`config.mk`:
```
export PLATFORM = sky130hd
export DESIGN_NAME = lsu_ctrl_flat
export DESIGN_NICKNAME = d
export VERILOG_FILES = /design/src/rtl/lsu_pkg.sv /design/src/rtl/lsu_if.sv /design/src/rtl/lsu_load_ext.sv /design/src/rtl/lsu_ctrl.sv /design/src/flat_wrapper.sv
export SDC_FILE = /design/constraint.sdc
export NUM_CORES = 1
export LEC_CHECK = 0
export CAP_MARGIN = 20
export CELL_PAD_IN_SITES_DETAIL_PLACEMENT = 0
export CELL_PAD_IN_SITES_GLOBAL_PLACEMENT = 1
export CORE_MARGIN = 2
export CORE_UTILIZATION = 41
export CTS_CLUSTER_DIAMETER = 80
export DETAILED_ROUTE_END_ITERATION = 10
export DONT_BUFFER_PORTS = 1
export PLACE_DENSITY_LB_ADDON = 0.08
export SYNTH_ARGS = -nofsm -noshare
export SYNTH_HDL_FRONTEND = slang
export SYNTH_SLANG_ARGS = --single-unit
```
`constraint.sdc`:
```
create_clock -name clk -period 1.9 [get_ports clk]
set_input_delay 0.19 -clock clk [delete_from_list [all_inputs] [get_ports clk]]
set_output_delay 0.19 -clock clk [all_outputs]
set_load 0.01 [all_outputs]
```
`src/rtl/lsu_pkg.sv`:
```
// ---------------------------------------------------------------------------
// lsu_pkg
// Shared types and constants for the load/store control stage.
//   state_t      : control FSM states (IDLE, ACCESS, RESP)
//   MT_*         : data-memory mem_type encodings
//   F3_*         : RISC-V funct3 codes for loads and stores
//   decode_f3()  : funct3 -> {legal, mem_type, access size in bytes}
// ---------------------------------------------------------------------------
package lsu_pkg;

   localparam int DEFAULT_DEPTH_BYTES = 32;

   typedef enum logic [1:0] {
      IDLE   = 2'd0,
      ACCESS = 2'd1,
      RESP   = 2'd2
   } state_t;

   // Data-memory access type encodings.
   localparam logic [2:0] MT_BYTE   = 3'b000;
   localparam logic [2:0] MT_HALF   = 3'b001;
   localparam logic [2:0] MT_WORD   = 3'b010;
   localparam logic [2:0] MT_BYTE_U = 3'b011;
   localparam logic [2:0] MT_HALF_U = 3'b100;

   // RISC-V funct3 for loads.
   localparam logic [2:0] F3_LB  = 3'b000;
   localparam logic [2:0] F3_LH  = 3'b001;
   localparam logic [2:0] F3_LW  = 3'b010;
   localparam logic [2:0] F3_LBU = 3'b100;
   localparam logic [2:0] F3_LHU = 3'b101;

   // RISC-V funct3 for stores.
   localparam logic [2:0] F3_SB = 3'b000;
   localparam logic [2:0] F3_SH = 3'b001;
   localparam logic [2:0] F3_SW = 3'b010;

   typedef struct packed {
      logic       legal;
      logic [2:0] mtype;
      logic [2:0] size;
   } decode_t;

   // Illegal codes decode to MT_BYTE / size 1 so downstream fields stay defined.
   function automatic decode_t decode_f3(input logic we, input logic [2:0] f3);
      decode_t d;
      d = '{legal: 1'b0, mtype: MT_BYTE, size: 3'd1};
      if (we) begin
         case (f3)
            F3_SB:   d = '{legal: 1'b1, mtype: MT_BYTE, size: 3'd1};
            F3_SH:   d = '{legal: 1'b1, mtype: MT_HALF, size: 3'd2};
            F3_SW:   d = '{legal: 1'b1, mtype: MT_WORD, size: 3'd4};
            default: d = '{legal: 1'b0, mtype: MT_BYTE, size: 3'd1};
         endcase
      end else begin
         case (f3)
            F3_LB:   d = '{legal: 1'b1, mtype: MT_BYTE,   size: 3'd1};
            F3_LH:   d = '{legal: 1'b1, mtype: MT_HALF,   size: 3'd2};
            F3_LW:   d = '{legal: 1'b1, mtype: MT_WORD,   size: 3'd4};
            F3_LBU:  d = '{legal: 1'b1, mtype: MT_BYTE_U, size: 3'd1};
            F3_LHU:  d = '{legal: 1'b1, mtype: MT_HALF_U, size: 3'd2};
            default: d = '{legal: 1'b0, mtype: MT_BYTE,   size: 3'd1};
         endcase
      end
      return d;
   endfunction

endpackage

```
`src/rtl/lsu_if.sv`:
```
// ---------------------------------------------------------------------------
// lsu_if
// Request/response handshake between the execute/memory stage and lsu_ctrl.
//   req_*   : one memory request per req_valid && req_ready
//   flush   : kill the in-flight request
//   resp_*  : one-cycle response towards writeback
//   busy    : stall indication (high while the memory access is in flight)
// master = pipeline side, slave = lsu_ctrl.
// ---------------------------------------------------------------------------
interface lsu_if;

   logic        req_valid;
   logic        req_ready;
   logic        req_we;
   logic [2:0]  req_funct3;
   logic [31:0] req_addr;
   logic [31:0] req_wdata;
   logic [4:0]  req_rd;
   logic        flush;
   logic        resp_valid;
   logic        resp_wb;
   logic [4:0]  resp_rd;
   logic [31:0] resp_data;
   logic        resp_err;
   logic        busy;

   modport master (
      output req_valid, req_we, req_funct3, req_addr, req_wdata, req_rd, flush,
      input  req_ready, resp_valid, resp_wb, resp_rd, resp_data, resp_err, busy
   );

   modport slave (
      input  req_valid, req_we, req_funct3, req_addr, req_wdata, req_rd, flush,
      output req_ready, resp_valid, resp_wb, resp_rd, resp_data, resp_err, busy
   );

endinterface

```
`src/rtl/lsu_load_ext.sv`:
```
// ---------------------------------------------------------------------------
// lsu_load_ext
// Combinational load-data extender.
//   mem_type : access type (MT_* from lsu_pkg)
//   rdata    : raw 32-bit data returned by the memory, right-aligned
//   result   : sign/zero-extended load value
// ---------------------------------------------------------------------------
module lsu_load_ext
   import lsu_pkg::*;
(
   input  logic [2:0]  mem_type,
   input  logic [31:0] rdata,
   output logic [31:0] result
);

   // NOTE: every always_comb output gets a default first so no path can infer a latch.
   always_comb begin
      result = rdata;
      case (mem_type)
         MT_BYTE:   result = {{24{rdata[7]}}, rdata[7:0]};
         MT_HALF:   result = {{16{rdata[15]}}, rdata[15:0]};
         MT_BYTE_U: result = {24'h0, rdata[7:0]};
         MT_HALF_U: result = {16'h0, rdata[15:0]};
         default:   result = rdata;
      endcase
   end

endmodule

```
`src/rtl/lsu_ctrl.sv`:
```
// ---------------------------------------------------------------------------
// lsu_ctrl
// Load/store control stage in front of the byte-addressed data memory.
//   clk, rst_n   : clock, asynchronous active-low reset
//   bus          : lsu_if.slave request/response handshake, flush, busy
//   mem_rd_en    : memory read enable (one cycle, legal loads)
//   mem_wr_en    : memory write enable (one cycle, legal unflushed stores)
//   mem_type     : memory access type
//   mem_addr     : byte address
//   mem_wdata    : store data, right-aligned
//   mem_rdata    : asynchronous read data from memory
// A request spends one cycle in ACCESS (memory enables driven) and one in
// RESP (response pulse); a new request can be accepted during RESP.
// ---------------------------------------------------------------------------
module lsu_ctrl
   import lsu_pkg::*;
#(
   parameter int DEPTH_BYTES = DEFAULT_DEPTH_BYTES
) (
   input  logic        clk,
   input  logic        rst_n,
   lsu_if.slave        bus,
   output logic        mem_rd_en,
   output logic        mem_wr_en,
   output logic [2:0]  mem_type,
   output logic [31:0] mem_addr,
   output logic [31:0] mem_wdata,
   input  logic [31:0] mem_rdata
);

   state_t      state_q;
   logic        we_q;
   logic        err_q;
   logic [2:0]  type_q;
   logic [31:0] addr_q;
   logic [31:0] wdata_q;
   logic [4:0]  rd_q;
   logic        resp_wb_q;
   logic        resp_err_q;
   logic [31:0] resp_data_q;

   decode_t     req_dec;
   logic [32:0] req_end;
   logic        req_err;
   logic        accept;
   logic        in_access;
   logic        load_ok;
   logic [31:0] ext_data;

   // Range check in 33 bits so an address near 2^32 cannot wrap to legal.
   assign req_dec = decode_f3(bus.req_we, bus.req_funct3);
   assign req_end = {1'b0, bus.req_addr} + 33'(req_dec.size);
   assign req_err = !req_dec.legal || (req_end > 33'(DEPTH_BYTES));

   // A request offered together with a flush in RESP is dropped.
   assign accept = bus.req_valid && bus.req_ready && !((state_q == RESP) && bus.flush);

   assign in_access = (state_q == ACCESS);
   assign load_ok   = !we_q && !err_q;

   lsu_load_ext u_load_ext (
      .mem_type (type_q),
      .rdata    (mem_rdata),
      .result   (ext_data)
   );

   // NOTE: sequential state uses non-blocking assignments so every register samples pre-edge values.
   always_ff @(posedge clk or negedge rst_n) begin
      if (!rst_n) begin
         state_q     <= IDLE;
         we_q        <= 1'b0;
         err_q       <= 1'b0;
         type_q      <= MT_BYTE;
         addr_q      <= '0;
         wdata_q     <= '0;
         rd_q        <= '0;
         resp_wb_q   <= 1'b0;
         resp_err_q  <= 1'b0;
         resp_data_q <= '0;
      end else begin
         case (state_q)
            IDLE, RESP: begin
               if (accept) begin
                  we_q    <= bus.req_we;
                  err_q   <= req_err;
                  type_q  <= req_dec.mtype;
                  addr_q  <= bus.req_addr;
                  wdata_q <= bus.req_wdata;
                  rd_q    <= bus.req_rd;
                  state_q <= ACCESS;
               end else begin
                  state_q <= IDLE;
               end
            end
            ACCESS: begin
               resp_wb_q   <= load_ok;
               resp_err_q  <= err_q;
               resp_data_q <= load_ok ? ext_data : 32'h0;
               state_q     <= bus.flush ? IDLE : RESP;
            end
            default: state_q <= IDLE;
         endcase
      end
   end

   // Memory side: active only in ACCESS; flush gates the write in the same cycle.
   assign mem_rd_en = in_access && load_ok;
   assign mem_wr_en = in_access && we_q && !err_q && !bus.flush;
   assign mem_type  = in_access ? type_q  : 3'b000;
   assign mem_addr  = in_access ? addr_q  : 32'h0;
   assign mem_wdata = in_access ? wdata_q : 32'h0;

   // Pipeline side: ready/busy decode the state register only.
   assign bus.req_ready  = !in_access;
   assign bus.busy       = in_access;
   assign bus.resp_valid = (state_q == RESP) && !bus.flush;
   assign bus.resp_wb    = bus.resp_valid && resp_wb_q;
   assign bus.resp_err   = bus.resp_valid && resp_err_q;
   assign bus.resp_rd    = bus.resp_valid ? rd_q : 5'd0;
   assign bus.resp_data  = bus.resp_valid ? resp_data_q : 32'h0;

endmodule

```
`src/flat_wrapper.sv`:
```
// flat-port wrapper written by rule: the top's interface ports become plain ports
module lsu_ctrl_flat import lsu_pkg::*;
#(
   parameter int DEPTH_BYTES = DEFAULT_DEPTH_BYTES
)
  (clk, rst_n, mem_rd_en, mem_wr_en, mem_type, mem_addr, mem_wdata, mem_rdata, bus_req_valid, bus_req_we, bus_req_funct3, bus_req_addr, bus_req_wdata, bus_req_rd, bus_flush, bus_req_ready, bus_resp_valid, bus_resp_wb, bus_resp_rd, bus_resp_data, bus_resp_err, bus_busy);
  lsu_if bus_i ();
  input  logic clk;
  input  logic rst_n;
  output logic mem_rd_en;
  output logic mem_wr_en;
  output logic [2:0] mem_type;
  output logic [31:0] mem_addr;
  output logic [31:0] mem_wdata;
  input  logic [31:0] mem_rdata;
  input wire logic [$bits(bus_i.req_valid)-1:0] bus_req_valid;
  input wire logic [$bits(bus_i.req_we)-1:0] bus_req_we;
  input wire logic [$bits(bus_i.req_funct3)-1:0] bus_req_funct3;
  input wire logic [$bits(bus_i.req_addr)-1:0] bus_req_addr;
  input wire logic [$bits(bus_i.req_wdata)-1:0] bus_req_wdata;
  input wire logic [$bits(bus_i.req_rd)-1:0] bus_req_rd;
  input wire logic [$bits(bus_i.flush)-1:0] bus_flush;
  output wire logic [$bits(bus_i.req_ready)-1:0] bus_req_ready;
  output wire logic [$bits(bus_i.resp_valid)-1:0] bus_resp_valid;
  output wire logic [$bits(bus_i.resp_wb)-1:0] bus_resp_wb;
  output wire logic [$bits(bus_i.resp_rd)-1:0] bus_resp_rd;
  output wire logic [$bits(bus_i.resp_data)-1:0] bus_resp_data;
  output wire logic [$bits(bus_i.resp_err)-1:0] bus_resp_err;
  output wire logic [$bits(bus_i.busy)-1:0] bus_busy;
  assign bus_i.req_valid = bus_req_valid;
  assign bus_i.req_we = bus_req_we;
  assign bus_i.req_funct3 = bus_req_funct3;
  assign bus_i.req_addr = bus_req_addr;
  assign bus_i.req_wdata = bus_req_wdata;
  assign bus_i.req_rd = bus_req_rd;
  assign bus_i.flush = bus_flush;
  assign bus_req_ready = bus_i.req_ready;
  assign bus_resp_valid = bus_i.resp_valid;
  assign bus_resp_wb = bus_i.resp_wb;
  assign bus_resp_rd = bus_i.resp_rd;
  assign bus_resp_data = bus_i.resp_data;
  assign bus_resp_err = bus_i.resp_err;
  assign bus_busy = bus_i.busy;
  lsu_ctrl #(.DEPTH_BYTES(DEPTH_BYTES)) u_core (.clk(clk), .rst_n(rst_n), .bus(bus_i), .mem_rd_en(mem_rd_en), .mem_wr_en(mem_wr_en), .mem_type(mem_type), .mem_addr(mem_addr), .mem_wdata(mem_wdata), .mem_rdata(mem_rdata));
endmodule
```
---- Word level (Yosys, flattened, before mapping) ----
Index checks and enable logic that the tools add are counted.
Widths: inputs -> output; s select.
operators by class
  $lt $le $gt $ge ......................... 1
  add/sub/neg operators ................... 1
  multiplexer cells ....................... 13
  equality and inequality tests ........... 9
  reductions and logical operators ........ 23
operators by type and width
  operator             number
  $mux 32              4
  $pmux 32 s4          1
  $pmux 7 s5           1
  $add 32x3->33        1
  $gt 33x6->1 const B  1
  $pmux 7 s3           1
  $logic_and 1x1->1    11
  $eq 3x3->1 const B   3
  $mux 7               1
  $eq 3x1->1 const B   2
  $eq 3x2->1 const B   2
  $logic_not 1->1      6
  $logic_not 3->1      2
  $mux 5               1
  $pmux 2 s2           1
  $mux 3               1
  $eq 2x1->1 const B   1
  $eq 2x2->1 const B   1
  $logic_not 2->1      1
  $mux 2               1
  $reduce_and 2->1     1
  $reduce_or 2->1      1
  $logic_or 1x1->1     1
  $mux 1               1
storage, ports and cells
  bits of input ports ..................... 109
  output and inout port bits .............. 111
  register bits ........................... 110
  word-level logic and storage cells ...... 57

---- Longest topological paths before layout ----
Gate-level depths: netlist of run 1.
  depth in word-level cells ............... 6
  mapped depth ............................ 12
  gate-level depth less buffers ........... 12

---- Hierarchy ----
Synthesis of run 1 repeated with hierarchy kept, for this count alone.
second synthesis, totals
  cells, all modules ...................... 718
  area total of the unflattened synthesis .. 6,038.3 µm²
by module, submodules not included
  module        sequential area each (µm²)  area each (µm²)  instances  cells an instance
  lsu_ctrl      2,752.6                     5,610.4          1          644
  lsu_load_ext  0.0                         427.9            1          74

---- Least setup slack after synthesis of run 1 ----
Ideal clock, no wire load.
  path kind ............................... input port to flip-flop
  from .................................... input bus_req_funct3[1]
  to ...................................... register u_core.err_q
  data arrival time ....................... 2.886 ns
  cell stages on the path ................. 12
  setup time .............................. 0.129 ns
  path slack .............................. -1.115 ns
  required time ........................... 1.771 ns
  path buffers ............................ 0
  cell sequence ........................... xnor2_1 o22a_1 ha_1 inv_1 fa_1 or4b_1 o21bai_1 nand4_1 mux2i_1 nor4_2 o2111ai_1 o41a_1
between the ends
  longest elaborated chain between the ends .. 6
  elaborated cells between the ends (all ways) .. 12
  classes of those cells .................. add/sub (1); order compare (1); eq/ne (4); mux (3); reduce/logical (3)
RTL lines
  element                                   RTL line                      source
  start: declaration                        flat_wrapper.sv:18            input wire logic [$bits(bus_i.req_funct3)-1:0] bus_req_funct3;
  $eq 3x3->1 (tied with other cells)        lsu_pkg.sv:56                 case (f3)
  $pmux 7 s5 or $pmux 7 s3 (tied branches)  lsu_pkg.sv:56, lsu_pkg.sv:49
  $mux 7 *                                  lsu_pkg.sv:48                 if (we) begin
  $add 32x3->33                             lsu_ctrl.sv:52                assign req_end = {1'b0, bus.req_addr} + 33'(req_dec.size);
  $gt 33x6->1                               lsu_ctrl.sv:53                assign req_err = !req_dec.legal || (req_end > 33'(DEPTH_BYTES));
  $logic_or 1x1->1 *                        lsu_ctrl.sv:53
  end signal: assignment                    lsu_ctrl.sv:85                err_q <= req_err;
  end: declaration                          lsu_ctrl.sv:33                logic err_q;
Mark *: on every way between the ends. The rest lies on a longest branch, timed or not.
A chain may end at the register's enable or synchronous reset.

---- Final worst setup path of run 1 ----
Same ends and word-level chain as after synthesis.

==> results.cfg, run 1 <==
[status]
status = complete, but fails checks
violations = negative hold slack, negative setup slack

[logic_synthesis]
synth_largest_area_cell = dfrtp_1
netlist_area_um2 = 5850
ys_ff_latch = 110
synth_cell_types = 60
synthTopCellsByCount = 239 x nand2_1, 110 x and2_1, 110 x dfrtp_1, 33 x o21ai_0, 32 x clkbuf_1
ys_async_sr_fraction_pct = 100
ys_warn_count = 0
yosys.area.top_type_share_pct = 47.1
synth-main-ff-cell = dfrtp_1
syn_nets = 815
synth-edff-count = 0
ys_top_cells_by_area = dfrtp_1 47%, nand2_1 15%, and2_1 12%
avgSynthCellArea_um2 = 8.33
yosys.cell_count.top_type = nand2_1
ys_seq_area_share_pct = 47.1
synthCells = 702

[layout]
area_growth_pct = 25.7
drive_gt1_share_pct = 10.1
final_area_um2 = 7350
stdcell_count = 975
fillers = 1355
post-route-util_pct = 52.9
nets = 903
antenna_cells = 0

[global_routing]
grt_overflow = 0
grt_pass1_vias = 5011
top_usage_layer = met2
grt_util_met2_pct = 35.9
antenna_found_initial = 0
grt_max_degree = 111
grt_use_met3_pct = 4.89
grt_pass1_wl_um = 25000
gr-usage-met1_pct = 26.2
grt_usage_pct = 21.1

[sta]
period_share_pct = 138
worst_pin_slew_ns = 0.560
tns_ns = -0.731
finalClockSkew_ns = 0.00821
finalMaxSlewViolations = 0
whs_ns = -0.472
setup_viol = 1
rsz0062_at_grt = yes
slew-limit-headroom_pct = 62.7
hold_violations = 110
final.min_clock_period_ns = 2.63
setup_slack_ns = -0.731
max_freq_mhz = 380

[drt]
wl_um = 16000
vias_per_cell = 5.20
drc = 0
avgRoutedWirePerCell_um = 16.4
first_pass_iters = 4
postRouteAntennaNets = 0
vias = 5073
drtIter0Drc = 193

[floorplanning]
initial_core_util_pct = 42.1
core_um2 = 13900
core.rowCount = 43
die_w_um = 123
fp.dieArea_um2 = 15200
io_pins = 220
die_h_um = 123

[cts]
clkSinkCount = 110
numCtsBuffers = 9
cts_tree = built
postCtsHoldBufs = 77
htreeDepth = 3
clock_latency_ns = 0.35
path_clk_slew_ns = 0.08
cts_max_path_buffers = 2
cts-root-buf = clkbuf_16

[setup_path]
setup.worst_path.end_class = flop
required_ns = 2.14
crit_slowest_cell = fa_1
path_class = in -> reg
start_kind = input pin
max_stage_delay_ns = 0.49
cp_cell_sequence = xnor2_4 -> o22a_1 -> ha_2 -> inv_2 -> fa_1 -> or4b_4 -> o21bai_4 -> nand4_1 -> xnor2_1 -> a2111oi_2 -> o2111ai_1 -> o41a_1
critical_path.max_fanout = 7
crit_arrival_ns = 2.87
r2r_setup_slack_ns = 0.04

[power_and_ir_drop]
total_power_mw = 5.53
vdd_drop_max_v = 0.000351
leakage_nw = 3.53
power_density_nw_per_um2 = 753

[placed_design]
dp_hpwl_um = 10900
dp_cells = 881
place_area_um2 = 6250
port_buffers = 0
gp_congestion = 0.902
dp_slack_ns = -1.17

[run]
maxCapViolations = 0

[hold_path]
min_path_type = in -> async
-- worst max-delay path: cells and delay by family --
kind                     cells  cell delay, ns
AND/OR/NAND/NOR              2            0.61
buffers and inverters        1            0.04
adder cells (fa/ha/maj)      2            0.67
AO/OA/AOI/OAI                5            1.07
XOR/XNOR                     2            0.28
-- repair_timing --
item / 4_1_cts / 5_1_grt
pin swaps: 6 / 1
buffers inserted: 1 / 0
resized for setup: 1 / 4
setup endpoints to repair: 50 / 44
endpoints found under the hold margin: 187 / 110
-- per-layer routing --
metal | up-vias | share of wire, %
li1 | 2474 | -
met1 | 2405 | 42
met2 | 172 | 49
met3 | 22 | 6.8
met4 | 0 | 1.7
met5 | - | 0
-- kinds of logic after synthesis --
group | share of synthesized area (%)
flip-flops | 47.1
AND/OR/NAND/NOR | 37.0
multiplexers | 0.878
buffers and inverters | 3.49
AO/OA/AOI/OAI | 10.3
adder cells (fa/ha/maj) | 0.985
XOR/XNOR | 0.300
-- path summary, 6_finish.rpt --
| kind | end | cells past startpoint | startpoint |
|---|---|---|---|
| setup / recovery | u_core.err_q | 12 | bus_req_funct3[1] |
| hold / removal | u_core.resp_data_q[21] | 0 | rst_n |
| setup reg to reg | u_core.err_q | 7 | u_core.state_q[1] |
| hold reg to reg | u_core.rd_q[4] | 2 | u_core.rd_q[4] |
| max in group asynchronous | u_core.addr_q[18] | 0 | rst_n |
| min in group clk | u_core.resp_data_q[27] | 2 | mem_rdata[27] |
-- final cells by class --
type / instances / area [um^2] / area share (%)
Inverter: 11 / 41.3 / 0.562
Multi-Input combinational cell: 542 / 2950 / 40.1
Sequential cell: 110 / 2750 / 37.5
Timing Repair Buffer: 116 / 1090 / 14.8
Tap cell: 180 / 225 / 3.07
Clock inverter: 5 / 41.3 / 0.562
Clock buffer: 11 / 253 / 3.44
-- registers in the layout, summed over array words and instances (netlist names) --
register,cells
u_core.type_q,3
u_core.resp_err_q,1
u_core.rd_q,5
u_core.wdata_q,32
u_core.resp_data_q,32
u_core.resp_wb_q,1
u_core.addr_q,32
u_core.err_q,1
u_core.state_q,2
u_core.we_q,1
-- placed cells by master (no fill, tap or decap), types with 8 or more instances in the layout --
cell type      netlist  layout
a21oi_1             14      14
a22o_1               9       9
and2_1             110     110
buf_4                0      36
clkbuf_16            0       9
dfrtp_1            110     110
dlygate4sd3_1        0      77
nand2_1            239     239
nand2b_1             9       8
nand3_1              8       8
nand4_1              9       9
nor2_1              25      25
o21ai_0             33      33
-- where the power goes --
group	internal (mW)	total, mW	switching, mW
registers	2.59	2.71	0.126
clock network	0.975	1.88	0.905
logic	0.414	0.940	0.525
total	3.98	5.53	1.56
(Power assumes the default switching activity.)
==> run 2: changes to the inputs <==
Settings changed: CTS_CLUSTER_DIAMETER 80 to 50, SETUP_SLACK_MARGIN set to 0.05.
==> results.cfg, run 2 (same netlist as run 1, synthesis figures left out) <==
[cts]
htreeDepth = 3
clock_latency_ns = 0.35
clkSinkCount = 110
path_clk_slew_ns = 0.08
numCtsBuffers = 9
postCtsHoldBufs = 77
cts-root-buf = clkbuf_16
cts_max_path_buffers = 2
cts_tree = built

[sta]
final.min_clock_period_ns = 2.63
whs_ns = -0.473
hold_violations = 110
finalMaxSlewViolations = 0
slew-limit-headroom_pct = 65.0
worst_pin_slew_ns = 0.526
setup_viol = 1
rsz0062_at_grt = yes
period_share_pct = 138
finalClockSkew_ns = 0.00818
setup_slack_ns = -0.731
max_freq_mhz = 380

[placed_design]
place_area_um2 = 6250
port_buffers = 0
gp_congestion = 0.902
dp_slack_ns = -1.17
dp_hpwl_um = 10900

[setup_path]
start_kind = input pin
critical_path.max_fanout = 7
reg2reg_depth = 7
setup.worst_path.end_class = flop
r2r_setup_slack_ns = 0.03
path_class = in -> reg
rr_endpoint = u_core.err_q
r2r_start = u_core.state_q[1]
crit_arrival_ns = 2.87
required_ns = 2.14

[power_and_ir_drop]
p_sw_mw = 1.56
leakage_nw = 3.53
seqPwrFrac_pct = 49.0
total_power_mw = 5.53
power_density_nw_per_um2 = 752
clkPwrFrac_pct = 34.0
vdd_drop_max_v = 0.000352
internal_power_mw = 3.98
switching_share_pct = 28.1
power_frac_comb_pct = 17.0

[layout]
antenna_cells = 0
register_area_um2 = 2750
fillers = 1351
nets = 903
top_regs = u_core.addr_q: 32 flops, u_core.resp_data_q: 32 flops, u_core.wdata_q: 32 flops
final_area_um2 = 7360
post-route-util_pct = 53.0
multiInputGateArea_um2 = 2950
area_growth_pct = 25.9
layout_common_cells = 239 x nand2_1, 110 x and2_1, 110 x dfrtp_1
drive_gt1_share_pct = 10.2
final_common_cell = nand2_1

[drt]
wl_um = 16000
vias = 5076
drtIter0Drc = 193
avgRoutedWirePerCell_um = 16.4
postRouteAntennaNets = 0
vias_per_cell = 5.21
drc = 0
first_pass_iters = 4

[run]
maxCapViolations = 0

[global_routing]
grt_usage_pct = 21.1
grt_pass1_vias = 5011
grt_overflow = 0
grt_max_degree = 111
antenna_found_initial = 0
grt_pass1_wl_um = 25000

[floorplanning]
die_w_um = 123
initial_core_util_pct = 42.1
die_h_um = 123
core_um2 = 13900
io_pins = 220
fp.dieArea_um2 = 15200
core.rowCount = 43

[hold_path]
min_path_type = in -> async

[status]
violations = negative hold slack, negative setup slack
status = complete, but fails checks
## run 2: worst max path at each step
stage                       from           end  cells after the start
5_1_grt        bus_req_funct3[1]  u_core.err_q                     12
3_5_place_dp   bus_req_funct3[1]  u_core.err_q                     12
2_1_floorplan  bus_req_funct3[1]  u_core.err_q                     12
3_3_place_gp   bus_req_funct3[1]  u_core.err_q                     12
4_1_cts        bus_req_funct3[1]  u_core.err_q                     12
6_report       bus_req_funct3[1]  u_core.err_q                     12
## run 2: area by class of cell
| class | instances | share of cell area (%) |
|---|---|---|
| inverter | 11 | 0.561 |
| multi-input combinational | 542 | 40.1 |
| clock inverter | 5 | 0.561 |
| tap | 180 | 3.06 |
| timing repair buffer | 116 | 14.9 |
| sequential | 110 | 37.4 |
| clock buffer | 11 | 3.44 |
## run 2: power by group through the flow
stage | logic [mW] | clock network (mW) | registers [mW]
after floorplan | 0.639 | 0 | 2.72
after global placement | 0.794 | 0 | 2.74
after detailed placement | 0.810 | 0 | 2.75
after CTS | 0.946 | 1.94 | 2.71
after global routing | 1.07 | 2.02 | 2.74
final | 0.942 | 1.88 | 2.71
## run 2: worst max-delay path, stage by stage
cell       delay, ns
xnor2_4         0.13
o22a_1          0.15
ha_2            0.18
inv_2           0.04
fa_1            0.49
or4b_4          0.48
o21bai_4        0.18
nand4_1         0.13
xnor2_1         0.15
a2111oi_2       0.24
o2111ai_1       0.16
o41a_1          0.34
## run 2: what timing repair did
item | CTS | global route
gates resized for setup | 1 | 9
cloned | 0 | 0
setup endpoints to repair | 67 | 95
pin swaps | 6 | 1
buffers inserted | 1 | 0
endpoints found under the hold margin | 187 | 110
## run 2: metrics by stage
step	instances	setup TNS, ns
floorplan	702	-0.972
global placement	881	-1.11
detailed placement	881	-1.17
CTS	975	-0.737
global route	975	-0.876
finish	975	-0.731
## run 2: per-layer routing
layer	routed length [um]	global-route usage (%)
met1	6700	26.2
met2	7920	35.9
met3	1090	4.89
met4	274	7.39
met5	0	0
